File: src/rtl/bexkat2_busarb_pkg.sv
// Shared types and helpers for the bexkat2 two-master Wishbone arbiter.
package bexkat2_busarb_pkg;

   // Arbiter FSM states; encoding is also the one-hot-ish grant for the two masters.
   typedef enum logic [1:0] {
      ARB_IDLE = 2'd0,
      ARB_GNT0 = 2'd1,
      ARB_GNT1 = 2'd2
   } arb_state_t;

   // Identity of the master served most recently (used to break ties from IDLE).
   localparam logic LAST_M0 = 1'b0;
   localparam logic LAST_M1 = 1'b1;

   // One-hot grant vector {m1,m0} for a given arbiter state.
   function automatic logic [1:0] grant_of(input arb_state_t s);
      logic [1:0] g;
      g = 2'b00;
      if (s == ARB_GNT0) g = 2'b01;
      if (s == ARB_GNT1) g = 2'b10;
      return g;
   endfunction

endpackage

File: src/rtl/bexkat2_busarb_watchdog.sv
// Per-grant watchdog: counts strobe cycles without ack and pulses timeout_o
// for one cycle when the slave has stalled for TIMEOUT strobe cycles.
module bexkat2_busarb_watchdog #(
   parameter int TIMEOUT = 255
) (
   input  logic clk_i,
   input  logic rst_i,
   input  logic clr_i,      // grant change or slave ack
   input  logic en_i,       // granted strobe is active
   output logic timeout_o
);

   localparam int CW = $clog2(TIMEOUT + 1);
   localparam logic [CW-1:0] LAST = CW'(TIMEOUT - 1);

   logic [CW-1:0] count_q;

   // The pulse fires on the last allowed stall cycle, even if a late ack shows up then.
   assign timeout_o = en_i && (count_q == LAST);

   // Stall counter: any clear condition wins over increment.
   always_ff @(posedge clk_i) begin
      if (rst_i) begin
         count_q <= '0;
      end else if (clr_i || !en_i || timeout_o) begin
         count_q <= '0;
      end else begin
         count_q <= count_q + CW'(1);
      end
   end

endmodule

File: src/rtl/bexkat2_busarb.sv
// Two-master Wishbone classic arbiter (m0 = instruction bus, m1 = data bus).
// Round-robin, cycle-locked grant with a registered grant and a per-grant watchdog.
// Handshake: a master owns the slave from the cycle after its cyc is seen until the
// cycle its cyc falls; stb/ack follow Wishbone classic (ack only to the granted master,
// err replaces ack for one cycle when the watchdog fires).
module bexkat2_busarb
   import bexkat2_busarb_pkg::*;
#(
   parameter int AW      = 32,
   parameter int DW      = 32,
   parameter int TIMEOUT = 255
) (
   input  logic            clk_i,
   input  logic            rst_i,
   // instruction master
   input  logic            m0_cyc_i,
   input  logic            m0_stb_i,
   input  logic            m0_we_i,
   input  logic [AW-1:0]   m0_adr_i,
   input  logic [DW/8-1:0] m0_sel_i,
   input  logic [DW-1:0]   m0_dat_i,
   output logic [DW-1:0]   m0_dat_o,
   output logic            m0_ack_o,
   output logic            m0_err_o,
   // data master
   input  logic            m1_cyc_i,
   input  logic            m1_stb_i,
   input  logic            m1_we_i,
   input  logic [AW-1:0]   m1_adr_i,
   input  logic [DW/8-1:0] m1_sel_i,
   input  logic [DW-1:0]   m1_dat_i,
   output logic [DW-1:0]   m1_dat_o,
   output logic            m1_ack_o,
   output logic            m1_err_o,
   // shared slave port
   output logic            s_cyc_o,
   output logic            s_stb_o,
   output logic            s_we_o,
   output logic [AW-1:0]   s_adr_o,
   output logic [DW/8-1:0] s_sel_o,
   output logic [DW-1:0]   s_dat_o,
   input  logic [DW-1:0]   s_dat_i,
   input  logic            s_ack_i,
   // status
   output logic [1:0]      gnt_o,
   output logic [1:0]      state_o
);

   arb_state_t state_q, state_d;
   logic       last_q;
   logic       stb_raw;
   logic       timeout;

   // Next grant: hold while the owner keeps cyc, hand over directly, tie-break on last served.
   always_comb begin
      state_d = state_q;
      case (state_q)
         ARB_IDLE: begin
            if (m0_cyc_i && m1_cyc_i) state_d = (last_q == LAST_M1) ? ARB_GNT0 : ARB_GNT1;
            else if (m0_cyc_i)        state_d = ARB_GNT0;
            else if (m1_cyc_i)        state_d = ARB_GNT1;
         end
         ARB_GNT0: begin
            if (!m0_cyc_i) state_d = m1_cyc_i ? ARB_GNT1 : ARB_IDLE;
         end
         ARB_GNT1: begin
            if (!m1_cyc_i) state_d = m0_cyc_i ? ARB_GNT0 : ARB_IDLE;
         end
         default: state_d = ARB_IDLE;
      endcase
   end

   // Grant register and last-served flop; last-served follows each new grant.
   always_ff @(posedge clk_i) begin
      if (rst_i) begin
         state_q <= ARB_IDLE;
         last_q  <= LAST_M1;
      end else begin
         state_q <= state_d;
         if (state_d != state_q && state_d == ARB_GNT0) last_q <= LAST_M0;
         if (state_d != state_q && state_d == ARB_GNT1) last_q <= LAST_M1;
      end
   end

   // Granted master's strobe before the watchdog gate.
   assign stb_raw = (state_q == ARB_GNT0) ? m0_stb_i :
                    (state_q == ARB_GNT1) ? m1_stb_i : 1'b0;

   generate
      if (TIMEOUT > 0) begin : g_wd
         logic wd_clr;
         assign wd_clr = (state_d != state_q) || s_ack_i;
         bexkat2_busarb_watchdog #(.TIMEOUT(TIMEOUT)) u_wd (
            .clk_i     (clk_i),
            .rst_i     (rst_i),
            .clr_i     (wd_clr),
            .en_i      (stb_raw),
            .timeout_o (timeout)
         );
      end else begin : g_nowd
         assign timeout = 1'b0;
      end
   endgenerate

   assign gnt_o   = grant_of(state_q);
   assign state_o = state_q;

   // Slave-side mux and master-side ack/err routing from the registered grant.
   always_comb begin
      s_cyc_o  = 1'b0;
      s_stb_o  = 1'b0;
      s_we_o   = 1'b0;
      s_adr_o  = '0;
      s_sel_o  = '0;
      s_dat_o  = '0;
      m0_ack_o = 1'b0;
      m0_err_o = 1'b0;
      m1_ack_o = 1'b0;
      m1_err_o = 1'b0;
      m0_dat_o = s_dat_i;
      m1_dat_o = s_dat_i;
      case (state_q)
         ARB_GNT0: begin
            s_cyc_o  = m0_cyc_i;
            s_stb_o  = stb_raw && !timeout;
            s_we_o   = m0_we_i;
            s_adr_o  = m0_adr_i;
            s_sel_o  = m0_sel_i;
            s_dat_o  = m0_dat_i;
            m0_ack_o = s_ack_i && !timeout;
            m0_err_o = timeout;
         end
         ARB_GNT1: begin
            s_cyc_o  = m1_cyc_i;
            s_stb_o  = stb_raw && !timeout;
            s_we_o   = m1_we_i;
            s_adr_o  = m1_adr_i;
            s_sel_o  = m1_sel_i;
            s_dat_o  = m1_dat_i;
            m1_ack_o = s_ack_i && !timeout;
            m1_err_o = timeout;
         end
         default: ;
      endcase
   end

endmodule

File: config.mk
export PLATFORM = sky130hd
export DESIGN_NAME = bexkat2_busarb
export DESIGN_NICKNAME = d
export VERILOG_FILES = /design/src/rtl/bexkat2_busarb_pkg.sv /design/src/rtl/bexkat2_busarb_watchdog.sv /design/src/rtl/bexkat2_busarb.sv
export SDC_FILE = /design/constraint.sdc
export NUM_CORES = 1
export LEC_CHECK = 0
export ABC_CLOCK_PERIOD_IN_PS = 2760
export CORE_AREA = 2 2 124 126
export CTS_CLUSTER_DIAMETER = 200
export DETAILED_ROUTE_END_ITERATION = 10
export DIE_AREA = 0 0 126 128
export SYNTH_ARGS = -nofsm -noshare
export SYNTH_HDL_FRONTEND = slang
export SYNTH_HIERARCHICAL = 1
export SYNTH_SLANG_ARGS = --single-unit
File: constraint.sdc
create_clock -name clk_i -period 2.76 [get_ports clk_i]
set_clock_uncertainty 0.05 [all_clocks]
set_input_delay 0.69 -clock clk_i [delete_from_list [all_inputs] [get_ports clk_i]]
set_output_delay 0.69 -clock clk_i [all_outputs]
set_load 0.1 [all_outputs]
==> reports/metrics.csv, run 1 <==
stage,metric,value,unit
die,initial_core_util,0.161,
die,i_o_pin_cnt,320,
cts,insertion_delay,240,ps
timing,worstMarginPinSlew,383,ps
cts,cts.path.max_buffers,2,
synthesis,synth-warning-count,6,
cts,numClockSinks,11,
finish,final_net_count,659,
run,cap_viol_max_count,0,
timing,layout_worst_path_cycle_share,0.950,
synthesis,yosysUniqueCellTypes,51,
placement,dp_hpwl,9.33,mm
worst_setup_path,end_kind,output pin,
synthesis,synth-edff-count,0,
worst_setup_path,worst-endpoint-arrival,1880,ps
drt,antenna_violating_nets_post_route,0,
finish,area_growth_syn_to_layout,148,%
synthesis,avgSynthCellArea,7.48,um^2
finish,finish.utilization,0.399,
worst_setup_path,startpoint,state_o[1]$_SDFF_PP0_,
worst_setup_path,setup.worst_path.start_class,flop,
die,dieHeight,128,um
cts,cts.hold.buffers_added,0,
worst_setup_path,slowest_delay,400,ps
synthesis,cell_types_with_the_highest_counts_after_synthesis,"72 x nor2b_1, 70 x a22oi_1, 64 x buf_4",
timing,finalWorstSetupSlack,137,ps
worst_setup_path,crit_family,buffers and inverters,
worst_setup_path,timing.critical_path.cells,inv_4 > ha_2 > buf_4 > a22oi_1 > nor2b_4 > buf_12,
finish,regArea,228,um^2
synthesis,netlist_instances,320,
timing,hold_violations_final,0,
finish,multi_input_area,2200,um^2
synthesis,mapped_cell_area,2390,um^2
synthesis,async_reset_ff_frac,0,
global_route,global_route.overflow_total,0,
cts,cts.clk_slew.worst_paths,50,ps
worst_setup_path,crit_buf_inv,3,
global_route,pin_count_of_the_biggest_net_entering_global_routing,72,
die,die_width,126,um
drt,dr.first_iter.drc_count,114,
timing,fin_crit,2620,ps
synthesis,postSynth.topFlopCell,dfxtp_1,
placement,place_congestion,0.877,
timing,finalSetupViolCount,0,
placement,placement.setup.worst_slack,-279,ps
synthesis,synth_fp_nets,505,
timing,achievable-frequency,381,MHz
pwr,static_leakage,2.04,nW
die,core.rowCount,45,
pwr,power_density,592,nW/um^2
timing,worst_slew_margin_rel,0.743,
drt,wirelength,11.6,mm
global_route,grt_util_all_layers,0.130,
synthesis,synthTopCellsByArea,"a22oi_1 22%, buf_4 20%, nor2b_1 19%",
timing,final_max_slew_viol_count,0,
worst_hold_path,hp-class,reg2reg,
finish,layout.filler_cells,1399,
finish,layout-drive-gt1-share,0.446,
worst_setup_path,rr_startpoint,state_o[1]$_SDFF_PP0_,
synthesis,synthDominantCellAreaShare,0.220,
worst_hold_path,worst_hold_startpoint,g_wd.u_wd/count_q[0]$_SDFF_PP0_,
finish,diodes,0,
die,floorplan.die_area,16100,um^2
drt,detailedRoute.firstPassIterationCount,4,
placement,port-buffer-count,223,
die,design.core.area,14900,um^2
timing,whs,456,ps
drt,wirelength_per_cell,17.6,um
drt,viasPerCell,4.41,
global_route,first_global_vias,2935,
worst_setup_path,crit_type,reg2out,
drt,drc_violation_count_after_routing,0,
global_route,grt_pass1_wl,16.9,mm
worst_setup_path,top_fanout_value_on_the_critical_path,25,
cts,h-tree-depth,1,
timing,grt_setup_unrepaired,no,
worst_setup_path,timing.critical_path.slowest_stage_cell,dfxtp_4,
cts,cts.root.buffer_cell,clkbuf_16,
status,run_status,"complete, no violations",
pwr,power.ir.vdd_worst,0.000278,V
synthesis,synthDominantAreaCellType,a22oi_1,
synthesis,synth-seq-cells,11,
cts,numCtsBuffers,3,
synthesis,synth_most_common_cell,nor2b_1,
global_route,grt_antenna_before_repair,0,
synthesis,sequential_element_share_of_the_synthesized_area,0.0921,
drt,detailroute.via_count,2916,
worst_setup_path,critical_path_rt,2020,ps
cts,clock_tree_from_tritoncts,built,
[where the power goes]
part	internal (mW)	total, mW	switching [mW]	leakage, nW
clock network	0.192	0.267	0.0745	0.0409
logic	1.31	3.04	1.74	1.91
registers	0.174	0.204	0.0303	0.0905
total	1.67	3.51	1.84	2.04
[per-stage QoR]
stage	cell area [um^2]	cells	power, mW	setup TNS, ps
after floorplan	3070	320	2.67	-700
after global placement	5810	655	3.23	-1250
after detailed placement	5810	655	3.26	-2470
after CTS	5920	661	3.54	0
after global routing	5930	661	3.65	0
final	5930	661	3.51	0
[routing by layer]
metal | vias up | global-route usage | part of all wire
met1 | 1375 | 0.150 | 0.38
met5 | - | 0 | 0
met2 | 132 | 0.240 | 0.53
met4 | 0 | 0.0362 | 0.019
met3 | 20 | 0.0288 | 0.072
li1 | 1389 | - | -
[path summary, 6_finish.rpt]
path	endpoint	cells after the start	slack, ps
hold reg to reg	g_wd.u_wd/count_q[0]$_SDFF_PP0_	1	460
setup / recovery	s_adr_o[26]	6	140
hold / removal	g_wd.u_wd/count_q[0]$_SDFF_PP0_	1	460
setup reg to reg	g_wd.u_wd/count_q[3]$_SDFF_PP0_	9	390
[area by class of cell]
class,count,share of cell area
repair buffers,238,0.532
multi-input cells,214,0.371
well taps,188,0.0396
flip-flops and latches,11,0.0384
clock buffers,3,0.0127
inverters,6,0.00464
clock inverters,1,0.000843
[what timing repair did]
| action | 4_1_cts | 5_1_grt |
|---|---|---|
| cloned | 0 | 0 |
| setup endpoints to repair | 9 | 13 |
| setup buffers | 2 | 0 |
| gates resized for setup | 6 | 3 |
| pin swaps | 3 | 2 |
[worst reg2reg max path, cell delays in order, from the launching register on]
cell	delay (ps)
dfxtp_4	440
inv_4	80
ha_2	220
a22o_1	250
a21oi_2	240
o211ai_1	120
a221o_1	400
nor3b_4	260
o21ai_2	120
nor2_1	120
[cell families after synthesis]
family / count (synthesis) / synth area share
muxes: 1 / 0.00418
xor gates and xnor gates: 3 / 0.0110
DFF: 11 / 0.0920
adders and majority gates: 8 / 0.0418
buffers and inverters: 95 / 0.260
AOI/OAI and AO/OA: 99 / 0.319
and+or+nand+nor: 103 / 0.272
[cells in the final DEF (no fill, tap or decap), types with 2 or more instances in the layout]
| cell type | count |
|---|---|
| ha_4 | 3 |
| xnor2_1 | 2 |
| dlygate4sd2_1 | 3 |
| buf_4 | 13 |
| dfxtp_1 | 9 |
| nor2b_1 | 2 |
| and3b_2 | 3 |
| dfxtp_4 | 2 |
| nor2_1 | 7 |
| a22oi_2 | 10 |
| ha_1 | 3 |
| nand3_1 | 4 |
| ha_2 | 2 |
| inv_4 | 2 |
| and2_2 | 2 |
| a21oi_1 | 3 |
| nor3b_4 | 2 |
| o21ai_2 | 3 |
| a22oi_1 | 60 |
| and3_4 | 2 |
| buf_12 | 81 |
| a211o_1 | 2 |
| o21ai_0 | 2 |
| clkbuf_16 | 3 |
| inv_1 | 3 |
| nor2b_4 | 70 |
| o211ai_1 | 2 |
| clkdlybuf4s50_1 | 140 |
| nand2_1 | 3 |
[registers in the layout, indices dropped and copies added (netlist names)]
register	flops
last_q	1
g_wd.u_wd/count_q	8
state_o	2
Power figures use the tool's default switching activity.
==> inputs of run 2 (changes only) <==
- CTS_BUF_LIST: not set -> sky130_fd_sc_hd__clkbuf_4
- TNS_END_PERCENT: not set -> 5
==> run 2 against run 1 <==
Maximum frequency down 2.2%. Utilization down 0.26 points. Worst hold slack worse by 12 ps. Count of clock-buffer cells in the layout unchanged. Final cell count up 0.76%. First-iteration DRC count down 1.8%. Global-route usage down 0.20 points. Combinational power about the same. Critical path type unchanged. Largest power group unchanged. Highest routed layer unchanged.
==> reports/metrics.csv, run 2 (same netlist as run 1, synthesis figures left out) <==
stage,metric,value,unit
timing,worst_slew_margin_rel,0.705,
die,initial_core_util,0.161,
die,i_o_pin_cnt,320,
finish,area_growth_syn_to_layout,146,%
global_route,grt_antenna_before_repair,0,
global_route,grt_util_all_layers,0.128,
drt,antenna_violating_nets_post_route,0,
worst_setup_path,timing.critical_path.cells,inv_4 > ha_2 > nand2_1 > o21ai_2 > nand4_1 > nor2_4 > and3b_2 > buf_12,
worst_hold_path,hp-class,reg2reg,
run,cap_viol_max_count,0,
drt,drc_violation_count_after_routing,0,
worst_setup_path,rrSetupSlack,260,ps
timing,achievable-frequency,373,MHz
global_route,pin_count_of_the_biggest_net_entering_global_routing,40,
status,run_status,"complete, no violations",
timing,layout_worst_path_cycle_share,0.972,
drt,dr.first_iter.drc_count,112,
worst_setup_path,worst-endpoint-arrival,1940,ps
worst_setup_path,end_kind,output pin,
global_route,grt_pass1_wl,16.7,mm
placement,port-buffer-count,223,
placement,numPlacedInstances,658,
timing,fin_crit,2680,ps
die,dieHeight,128,um
global_route,global_route.overflow_total,0,
pwr,p_sw_frac,0.540,
placement,dp_hpwl,9.86,mm
cts,numCtsBuffers,3,
finish,max_reg_flops,8,
pwr,share_comb_of_total_power,0.906,
finish,fin_cells,666,
drt,wirelength,11.6,mm
timing,final_max_slew_viol_count,0,
worst_setup_path,slowest_delay,410,ps
finish,layout.cells.most_common_list,"140 x clkdlybuf4s50_1, 81 x buf_12, 70 x nor2b_4",
timing,worstMarginPinSlew,431,ps
timing,finalSetupViolCount,0,
drt,detailedRoute.firstPassIterationCount,4,
die,floorplan.die_area,16100,um^2
cts,cts.root.buffer_cell,clkbuf_4,
cts,clock_tree_from_tritoncts,built,
die,design.core.area,14900,um^2
worst_setup_path,crit_type,reg2out,
pwr,p_int,1.56,mW
timing,hold_violations_final,0,
worst_setup_path,rr_startpoint,state_o[0]$_SDFF_PP0_,
die,core.rowCount,45,
cts,cts.clk_slew.worst_paths,80,ps
placement,place_congestion,0.839,
drt,wirelength_per_cell,17.4,um
drt,viasPerCell,4.45,
worst_setup_path,startpoint,state_o[0]$_SDFF_PP0_,
finish,largest_register,g_wd.u_wd/count_q,
worst_hold_path,worst_hold_startpoint,g_wd.u_wd/count_q[0]$_SDFF_PP0_,
pwr,power_frac_clock,0.034,
global_route,first_global_vias,3030,
timing,grt_setup_unrepaired,yes,
pwr,p_sw,1.83,mW
finish,final_net_count,664,
pwr,pwr-share-seq,0.060,
finish,layout-drive-gt1-share,0.439,
finish,mostFrequentLayoutCell,clkdlybuf4s50_1,
die,die_width,126,um
pwr,power.ir.vdd_worst,0.000171,V
cts,numClockSinks,11,
drt,detailroute.via_count,2965,
cts,h-tree-depth,1,
worst_setup_path,setup.worst_path.start_class,flop,
cts,insertion_delay,270,ps
worst_setup_path,timing.critical_path.slowest_stage_cell,dfxtp_4,
timing,totalNegativeSetupSlack,0,ps
timing,finalWorstSetupSlack,78.1,ps
finish,diodes,0,
pwr,static_leakage,2.05,nW
pwr,power_density,575,nW/um^2
worst_setup_path,top_fanout_value_on_the_critical_path,11,
worst_setup_path,critical_path_rt,2020,ps
cts,cts.path.max_buffers,2,
placement,placement.setup.worst_slack,-225,ps
[run 2: changes by cell type in the layout (fill, tap and decap cells not counted), sizes merged]
cell / delta
dlymetal6s2s: +1
buf: +5
dlygate4sd2: -1
[run 2: final timing paths]
path | end | depth (start not counted)
max | m0_ack_o | 8
min | g_wd.u_wd/count_q[0]$_SDFF_PP0_ | 1
max reg2reg | g_wd.u_wd/count_q[2]$_SDFF_PP0_ | 10
min reg2reg | g_wd.u_wd/count_q[0]$_SDFF_PP0_ | 1
[run 2: routing by layer]
metal	track usage	wire length (um)	share of wire
met2	0.257	6510	0.56
met4	0.0123	78	0.0067
met1	0.143	4220	0.36
met5	0	0	0
met3	0.0242	790	0.068
[run 2: layout make-up]
type                            instances  area [um^2]
Clock buffer                            3         22.5
Timing Repair Buffer                  243         3200
Tap cell                              188          235
Sequential cell                        11          228
Fill cell                            1480         8970
Multi-Input combinational cell        214         2170
Inverter                                6         27.5
Clock inverter                          1         5.00
[run 2: power groups by stage]
| stage | sequential (mW) | combinational, mW | clock [mW] |
|---|---|---|---|
| floorplan | 0.241 | 2.40 | 0 |
| CTS | 0.202 | 3.08 | 0.120 |
| global placement | 0.204 | 3.05 | 0 |
| global route | 0.206 | 3.19 | 0.127 |
| detailed placement | 0.205 | 3.08 | 0 |
| finish | 0.203 | 3.07 | 0.116 |
[run 2: critical path: cells and delay by family (launching register included)]
family / cells / cell delay [ps]
compound gates: 1 / 150
fa+ha+maj: 1 / 200
flops: 1 / 410
buf+inv: 2 / 270
simple gates: 4 / 630
[run 2: what timing repair did]
action                     4_1_cts  5_1_grt
hold buffers                     0        0
gates resized for setup          3        9
pin swaps                        4        3
setup endpoints to repair        7       74
setup buffers                    3        1
[run 2: through the flow]
stage          instance area, um^2   util  power, mW  hold slack (ps)
6_report                      5900  0.397       3.39              444
5_1_grt                       5900  0.397       3.52              458
4_1_cts                       5850  0.394       3.41              453
3_5_place_dp                  5800  0.390       3.28              432
3_3_place_gp                  5800  0.390       3.25              403
2_1_floorplan                 3020      -       2.64              391
==> inputs of run 3 (changes only) <==
- GPL_TIMING_DRIVEN: not set -> 0
- SKIP_LAST_GASP: not set -> 1
==> run 3 against run 2 <==
Wire length rose by 14%. Via count rose by 15%. The run now ends with setup timing left. Global-route usage up 2.1 points. Largest power group unchanged. Clock power shrank 9%. Critical endpoint is now s_adr_o[27]. Critical path type unchanged.
==> reports/metrics.csv, run 3 (same netlist as run 1, synthesis figures left out) <==
stage,metric,value,unit
placement,dp_hpwl,11.3,mm
drt,top_layer_used,met4,
die,design.core.area,14900,um^2
cts,cts.root.buffer_cell,clkbuf_4,
cts,clock_tree_from_tritoncts,built,
worst_setup_path,rr_startpoint,state_o[1]$_SDFF_PP0_,
global_route,first_global_vias,3504,
timing,finalWorstSetupSlack,-47.3,ps
global_route,global_route.overflow_total,0,
timing,worst_slew_margin_rel,0.335,
finish,max_reg_flops,8,
worst_setup_path,end_kind,output pin,
drt,wirelength_per_cell,16.5,um
finish,layout-drive-gt1-share,0.456,
finish,layout.filler_cells,1525,
die,initial_core_util,0.161,
placement,port-buffer-count,286,
timing,fin_crit,2810,ps
die,die_width,126,um
timing,final_max_slew_viol_count,0,
die,floorplan.die_area,16100,um^2
pwr,static_leakage,2.40,nW
placement,place_congestion,0.879,
global_route,grt_util_all_layers,0.149,
worst_setup_path,worst-endpoint-arrival,2070,ps
timing,achievable-frequency,356,MHz
worst_setup_path,startpoint,state_o[1]$_SDFF_PP0_,
timing,hold_violations_final,0,
timing,grt_setup_unrepaired,yes,
global_route,grt_antenna_before_repair,0,
drt,detail_route.wirelength.met1,4.92,mm
drt,viasPerCell,4.25,
status,violations,setup timing,
drt,drc_violation_count_after_routing,0,
drt,detailroute.wirelength.met2,7.02,mm
pwr,power.ir.vdd_worst,0.000231,V
worst_hold_path,hp-class,reg2reg,
pwr,post-layout-total-power,3.48,mW
worst_setup_path,critical_path_rt,2020,ps
finish,mostFrequentLayoutCell,clkdlybuf4s50_1,
worst_setup_path,rrSetupSlack,210,ps
worst_setup_path,top_fanout_value_on_the_critical_path,10,
die,i_o_pin_cnt,320,
pwr,power_density,575,nW/um^2
cts,insertion_delay,260,ps
run,cap_viol_max_count,0,
drt,wirelength,13.2,mm
cts,cts.path.max_buffers,2,
finish,fin_cells,800,
cts,cts.clk_slew.worst_paths,70,ps
timing,worstMarginPinSlew,994,ps
placement,numPlacedInstances,794,
timing,layout_worst_path_cycle_share,1.02,
finish,layout.cells.most_common_list,"207 x clkdlybuf4s50_1, 135 x buf_4, 70 x nor2b_4",
cts,numCtsBuffers,3,
die,core.rowCount,45,
status,run_status,"complete, but fails checks",
worst_setup_path,cp-endpoint,s_adr_o[27],
finish,largest_register,g_wd.u_wd/count_q,
finish,diodes,0,
worst_setup_path,regToRegEndpoint,g_wd.u_wd/count_q[2]$_SDFF_PP0_,
finish,final_net_count,798,
drt,dr.first_iter.drc_count,96,
worst_setup_path,setup.worst_path.start_class,flop,
drt,detailroute.via_count,3400,
drt,antenna_violating_nets_post_route,0,
finish,area_growth_syn_to_layout,153,%
drt,detailedRoute.firstPassIterationCount,5,
drt,dr_wl_met3,1.12,mm
worst_setup_path,ff2ff_path_depth,10,
global_route,pin_count_of_the_biggest_net_entering_global_routing,12,
timing,finalSetupViolCount,5,
cts,numClockSinks,11,
die,dieHeight,128,um
global_route,grt_pass1_wl,19.5,mm
worst_setup_path,crit_type,reg2out,
cts,h-tree-depth,1,
## run 3: cell count changes in the layout (fill, tap and decap cells not counted), moves of 3 or more
cell             before  now
a22oi_2               3    7
clkbuf_2              0   16
buf_6                 1    9
buf_2                 0    3
a22oi_1              67   63
buf_4                17  135
clkdlybuf4s50_1     140  207
buf_12               81    1
## run 3: repair_timing
action,in CTS,in global routing
buffers inserted,2,0
hold endpoints to repair,0,0
pin swaps,3,2
hold buffers,0,0
resized for setup,481,11
cloned,0,0
setup endpoints to repair,77,81
## run 3: how the worst min path moves through the flow
stage                                          startpoint                              end  slack, ps  depth (start not counted)
after global routing      g_wd.u_wd/count_q[0]$_SDFF_PP0_  g_wd.u_wd/count_q[0]$_SDFF_PP0_        490                          1
after floorplan           g_wd.u_wd/count_q[0]$_SDFF_PP0_  g_wd.u_wd/count_q[0]$_SDFF_PP0_        390                          1
after detailed placement  g_wd.u_wd/count_q[0]$_SDFF_PP0_  g_wd.u_wd/count_q[0]$_SDFF_PP0_        420                          1
after CTS                 g_wd.u_wd/count_q[0]$_SDFF_PP0_  g_wd.u_wd/count_q[0]$_SDFF_PP0_        440                          1
after global placement    g_wd.u_wd/count_q[0]$_SDFF_PP0_  g_wd.u_wd/count_q[0]$_SDFF_PP0_        410                          1
final                     g_wd.u_wd/count_q[0]$_SDFF_PP0_  g_wd.u_wd/count_q[0]$_SDFF_PP0_        440                          1
## run 3: metal layers
layer  up-vias  GRT usage
li1       1672          -
met3         6     0.0434
met1      1556      0.172
met5         -          0
met4         0     0.0110
met2       166      0.283
## run 3: final cells by class
class / count / area (um^2) / share of cell area
inverter: 6 / 27.5 / 0.00454
clock buffer: 3 / 22.5 / 0.00372
buffer: 89 / 648 / 0.107
timing repair buffer: 288 / 2710 / 0.448
clock inverter: 1 / 5.00 / 0.000826
multi-input combinational: 214 / 2180 / 0.360
sequential: 11 / 228 / 0.0376
tap: 188 / 235 / 0.0388
## run 3: metrics by stage
step	setup TNS (ps)	setup slack, ps	util	hold slack, ps	instance area, um^2
3_3_place_gp	-64770	-1060	0.411	405	6110
6_report	-66.4	-47.3	0.408	439	6060
2_1_floorplan	-8020	-148	-	391	3020
5_1_grt	-9720	-151	0.408	491	6060
4_1_cts	-4990	-98.6	0.406	440	6030
3_5_place_dp	-66770	-1100	0.411	422	6110
## run 3: report_power, final
part           switching [mW]  internal [mW]
registers              0.0310          0.173
logic                    2.07           1.11
clock network          0.0524         0.0536
## run 3: worst max-delay path, cell delays in order, from the launching register on
cell and delay, ps:
dfxtp_4 450, inv_4 80, ha_1 190, buf_6 150
clkbuf_2 230, a22oi_1 390, nor2b_4 60, buf_4 240
